File: src/rtl/tp_pingpong_buf.sv
// tp_pingpong_buf: double-buffered N x N transpose memory.
// One bank fills row-by-row while the other drains either column-by-column
// (transposed) or row-by-row (pass-through), selected per block.
module tp_pingpong_buf #(
  parameter int N = 8,
  parameter int W = 12
) (
  input  logic           clk,
  input  logic           reset,
  input  logic           clear,
  input  logic           in_valid,
  output logic           in_ready,
  input  logic [N*W-1:0] in_data,
  input  logic           in_transpose,
  output logic           out_valid,
  input  logic           out_ready,
  output logic [N*W-1:0] out_data,
  output logic           out_first,
  output logic           out_last
);

  localparam int AW = $clog2(N);
  localparam logic [AW-1:0] LAST_IDX = AW'(N - 1);

  // Element storage: mem[bank][row][col]. Plain registers, since the
  // transposed read needs a whole column in a single cycle.
  logic [W-1:0] mem [2][N][N];

  logic [1:0]    full_reg;
  logic [1:0]    tmode_reg;
  logic          wr_bank_reg;
  logic          rd_bank_reg;
  logic [AW-1:0] wr_row_reg;
  logic [AW-1:0] rd_vec_reg;

  logic wr_fire;
  logic rd_fire;
  logic rd_tmode;

  // A bank is only written while not full and only read while full, so the
  // two sides never touch the same bank in the same cycle.
  assign in_ready  = !full_reg[wr_bank_reg];
  assign out_valid = full_reg[rd_bank_reg];
  assign wr_fire   = in_valid && in_ready;
  assign rd_fire   = out_valid && out_ready;
  assign rd_tmode  = tmode_reg[rd_bank_reg];
  assign out_first = out_valid && (rd_vec_reg == '0);
  assign out_last  = out_valid && (rd_vec_reg == LAST_IDX);

  // Bank flags and pointers; clear flushes exactly like reset.
  always_ff @(posedge clk or negedge reset) begin
    if (!reset) begin
      full_reg    <= '0;
      tmode_reg   <= '0;
      wr_bank_reg <= 1'b0;
      rd_bank_reg <= 1'b0;
      wr_row_reg  <= '0;
      rd_vec_reg  <= '0;
    end else if (clear) begin
      full_reg    <= '0;
      tmode_reg   <= '0;
      wr_bank_reg <= 1'b0;
      rd_bank_reg <= 1'b0;
      wr_row_reg  <= '0;
      rd_vec_reg  <= '0;
    end else begin
      if (wr_fire) begin
        if (wr_row_reg == '0) begin
          tmode_reg[wr_bank_reg] <= in_transpose;
        end
        if (wr_row_reg == LAST_IDX) begin
          full_reg[wr_bank_reg] <= 1'b1;
          wr_bank_reg           <= ~wr_bank_reg;
          wr_row_reg            <= '0;
        end else begin
          wr_row_reg <= wr_row_reg + AW'(1);
        end
      end
      if (rd_fire) begin
        if (rd_vec_reg == LAST_IDX) begin
          full_reg[rd_bank_reg] <= 1'b0;
          rd_bank_reg           <= ~rd_bank_reg;
          rd_vec_reg            <= '0;
        end else begin
          rd_vec_reg <= rd_vec_reg + AW'(1);
        end
      end
    end
  end

  // Row write into the bank being filled; contents need no reset.
  always_ff @(posedge clk) begin
    if (wr_fire && !clear) begin
      for (int c = 0; c < N; c++) begin
        mem[wr_bank_reg][wr_row_reg][c] <= in_data[c*W +: W];
      end
    end
  end

  // Output element k: column rd_vec (transposed) or row rd_vec (pass-through),
  // forced to zero while nothing is valid.
  genvar gi;
  generate
    for (gi = 0; gi < N; gi++) begin : g_out
      logic [W-1:0] elem;
      assign elem = rd_tmode ? mem[rd_bank_reg][gi][rd_vec_reg]
                             : mem[rd_bank_reg][rd_vec_reg][gi];
      assign out_data[gi*W +: W] = out_valid ? elem : '0;
    end
  endgenerate

endmodule

File: config.mk
export PLATFORM = sky130hd
export DESIGN_NAME = tp_pingpong_buf
export DESIGN_NICKNAME = d
export VERILOG_FILES = /design/src/rtl/tp_pingpong_buf.sv
export SDC_FILE = /design/constraint.sdc
export NUM_CORES = 2
export LEC_CHECK = 0
export BUFFER_PORTS_ARGS = -buffer_cell sky130_fd_sc_hd__buf_2
export CAP_MARGIN = 20
export CORE_MARGIN = 2
export CORE_UTILIZATION = 40
export DETAILED_ROUTE_END_ITERATION = 6
export MAX_ROUTING_LAYER = met4
export PLACE_DENSITY = 0.58
export SKIP_LAST_GASP = 1
export SYNTH_ARGS = -nofsm -noshare
export SYNTH_HDL_FRONTEND = slang
export SYNTH_SLANG_ARGS = --single-unit
File: constraint.sdc
create_clock -name clk -period 14.5 [get_ports clk]
set_clock_uncertainty 0.2 [all_clocks]
set_input_delay 4.35 -clock clk [delete_from_list [all_inputs] [get_ports clk]]
set_output_delay 4.35 -clock clk [all_outputs]
set_load 0.01 [all_outputs]
==> flow_metrics.py <==
metrics = {
    "sta": {
        "period_share": 0.720,
        "worst_hold_slack_ns": 0.430,
        "finalSetupTns_ns": 0,
        "slew_viol_final": 0,
        "slew_headroom": 0.234,
        "hold_violations": 0,
        "setup_viol": 0,
        "worstMarginPinSlew_ns": 1.15,
        "finalCriticalPeriod_ns": 10.44,
        "rsz0062_at_grt": "false",
        "fmax_ghz": 0.0958,
    },
    "grt": {
        "overflow": 0,
        "grt.total_usage": 0.266,
        "grt_start_max_net_pins": 144,
        "first_global_vias": 48749,
        "antenna_found_initial": 29,
        "grt_pass1_wl_um": 359000,
    },
    "power_and_ir_drop": {
        "p_per_area_mw_per_mm2": 115,
        "cellLeakagePower_nw": 29.0,
        "p_total_w": 0.00955,
        "ir_drop_mv": 0.0999,
    },
    "final_layout": {
        "drive_gt1_frac": 0.193,
        "final_nets": 5174,
        "area_growth_syn_to_layout_pct": 9.83,
        "final_cells": 7706,
        "num-fill-cells": 16913,
        "largest_reg_flops": 1536,
        "final_core_util": 0.443,
    },
    "clock_tree": {
        "ctsHoldBuffers": 0,
        "h-tree-depth": 4,
        "cts_tree": "done",
        "cts_setup_buffers": 0,
        "clk_transition_reported_paths_ns": 0.06,
        "cts_made_buffers": 166,
        "clock-sinks": 1548,
        "clock_latency_ns": 0.81,
        "cts-resized-gates": 0,
        "cts_max_path_buffers": 3,
        "clock_tree.root_cell": "clkbuf_16",
    },
    "drt": {
        "route.final.wire_length_um": 254000,
        "initialDrtViolationCount": 5631,
        "dr.pass1.iters": 6,
        "via_per_inst": 6.34,
        "vias": 48865,
        "wl_per_cell_um": 33.0,
        "drc": 0,
        "drtAntennaViolNets": 0,
    },
    "setup_path": {
        "worstPathRequired_ns": 9.95,
        "endpoint_kind": "primary output",
        "crit_fanout": 103,
        "arrival_ns": 5.89,
        "start_kind": "register",
        "path_class": "register to primary output",
    },
    "worst_hold_path": {
        "hold_path_class": "register to register",
    },
    "floorplanning": {
        "initial_core_util": 0.403,
        "coreArea_mm2": 0.188,
        "die_y_um": 440,
        "die_x_um": 440,
        "io_pins": 202,
        "rows": 159,
        "dieArea_mm2": 0.193,
    },
    "placement": {
        "placed_cells": 7393,
        "port-buffer-count": 201,
        "dp_hpwl_um": 154000,
        "gp_congestion": 0.843,
    },
    "yosys": {
        "synthFlopType": "edfxtp_1",
        "syn_avg_cell_area_um2": 14.7,
        "synth_enable_flop_cells": 1536,
        "syn_inst": 5152,
        "ys_warn_count": 0,
        "syn_area_mm2": 0.0759,
        "yosysSeqAreaShare": 0.611,
        "synth_nets": 5260,
        "async_flop_share": 0.00775,
        "synth.distinct_cells": 91,
        "synth-seq-cells": 1548,
    },
    "status": {
        "status": "finished, final reports clean",
    },
    "flow_run": {
        "max_cap_viol_count": 0,
    },
}
-- synth_stat cells, drive strengths merged, types with 9 or more instances --
cell type  instances  area (um2)
o211ai            31         233
a22oi             27         203
o32ai              9        78.8
nand2            210         796
or2               10        62.6
clkbuf           200         752
a31oi             20         125
dfrtp             12         300
o2111ai           15         131
nor3              24         120
a221oi            54         479
mux4             267        6010
buf              366        2380
nor2b            147         920
a211o             11        96.3
a21oi            184         925
nand3             38         190
edfxtp          1536       46100
mux2             131        1480
a21o             680        5100
a211oi            85         638
mux2i            502        5050
o221ai            32         280
and2              33         206
a2111oi           18         164
nor2             122         468
o21ai            159         796
o22ai             69         432
a22o              11        96.3
-- stage by stage --
stage / worst slack [ns] / instance area, um2
floorplan: 2.05 / 75900
global placement: 5.02 / 78100
detailed placement: 5.04 / 78100
CTS: 4.14 / 83400
global route: 3.93 / 83400
finish: 4.06 / 83400
-- worst paths after layout --
| kind | startpoint | to | slack (ns) | cells past startpoint |
|---|---|---|---|---|
| worst max-delay path | rd_bank_reg$_DFFE_PN0P_ | out_data[15] | 4.06 | 9 |
| worst min-delay path | wr_row_reg[1]$_DFFE_PN0P_ | wr_row_reg[1]$_DFFE_PN0P_ | 0.43 | 2 |
| worst max register to register | wr_bank_reg$_DFFE_PN0P_ | mem[0][88]$_DFFE_PP_ | 9.12 | 5 |
| worst min register to register | wr_row_reg[1]$_DFFE_PN0P_ | wr_row_reg[1]$_DFFE_PN0P_ | 0.43 | 2 |
| max in group asynchronous | reset | rd_vec_reg[2]$_DFFE_PN0P_ | 10.57 | 1 |
| min in group asynchronous | reset | wr_row_reg[1]$_DFFE_PN0P_ | 3.23 | 1 |
-- area by class of cell --
cell class	count	area [um2]	area share
flip-flops and latches	1548	46400	0.557
multi-input cells	3030	26500	0.318
clock buffers	205	4440	0.0532
well taps	2495	3120	0.0374
repair buffers	312	1990	0.0239
clock inverters	98	782	0.00938
inverters	8	46.3	0.000555
diodes	10	25.0	0.000300
-- power breakdown --
part | total (W) | switching, W | leakage (nW) | internal (W)
combinational | 0.000413 | 0.000275 | 12.4 | 0.000138
sequential | 0.00498 | 0.0000107 | 14.0 | 0.00497
clock | 0.00416 | 0.00179 | 2.55 | 0.00236
-- cells by family after synthesis --
family / after synthesis / share of synthesized area
AND/OR/NAND/NOR: 634 / 0.0418
multiplexers: 900 / 0.165
XOR/XNOR: 3 / 0.000346
AO/OA/AOI/OAI: 1487 / 0.139
flip-flops: 1548 / 0.611
buffers and inverters: 574 / 0.0417
adder cells (fa/ha/maj): 6 / 0.000989
-- worst max-delay path: stages, from the launching register on --
cell	delay, ns
dfrtp_4	1.04
buf_4	0.73
buf_12	0.58
buf_12	0.50
mux2i_1	0.19
and2_1	0.20
o31ai_1	0.34
a221oi_1	0.16
a311oi_1	0.68
buf_2	0.26
-- routing by layer --
layer	routed length, um	share of wire	vias up	track usage
li1	-	-	20282	-
met1	102000	0.40	25644	0.343
met2	121000	0.48	2432	0.422
met3	20400	0.080	507	0.0430
met4	10600	0.042	0	0.102
met5	0	0	-	-
-- cells in the final DEF, fill, tap and decap left out, types with 38 or more instances in the layout --
| cell type | count |
|---|---|
| o22ai_1 | 69 |
| edfxtp_1 | 1536 |
| o21ai_0 | 154 |
| mux2i_1 | 499 |
| nand2_1 | 206 |
| a21o_1 | 680 |
| buf_4 | 99 |
| clkinv_1 | 50 |
| nor2b_1 | 146 |
| nor2_1 | 113 |
| clkbuf_16 | 172 |
| nand3_1 | 38 |
| a21oi_1 | 182 |
| mux4_2 | 267 |
| buf_2 | 201 |
| a221oi_1 | 53 |
| a211oi_1 | 85 |
| mux2_2 | 130 |
Note: power is estimated with default switching activity, not from simulation.
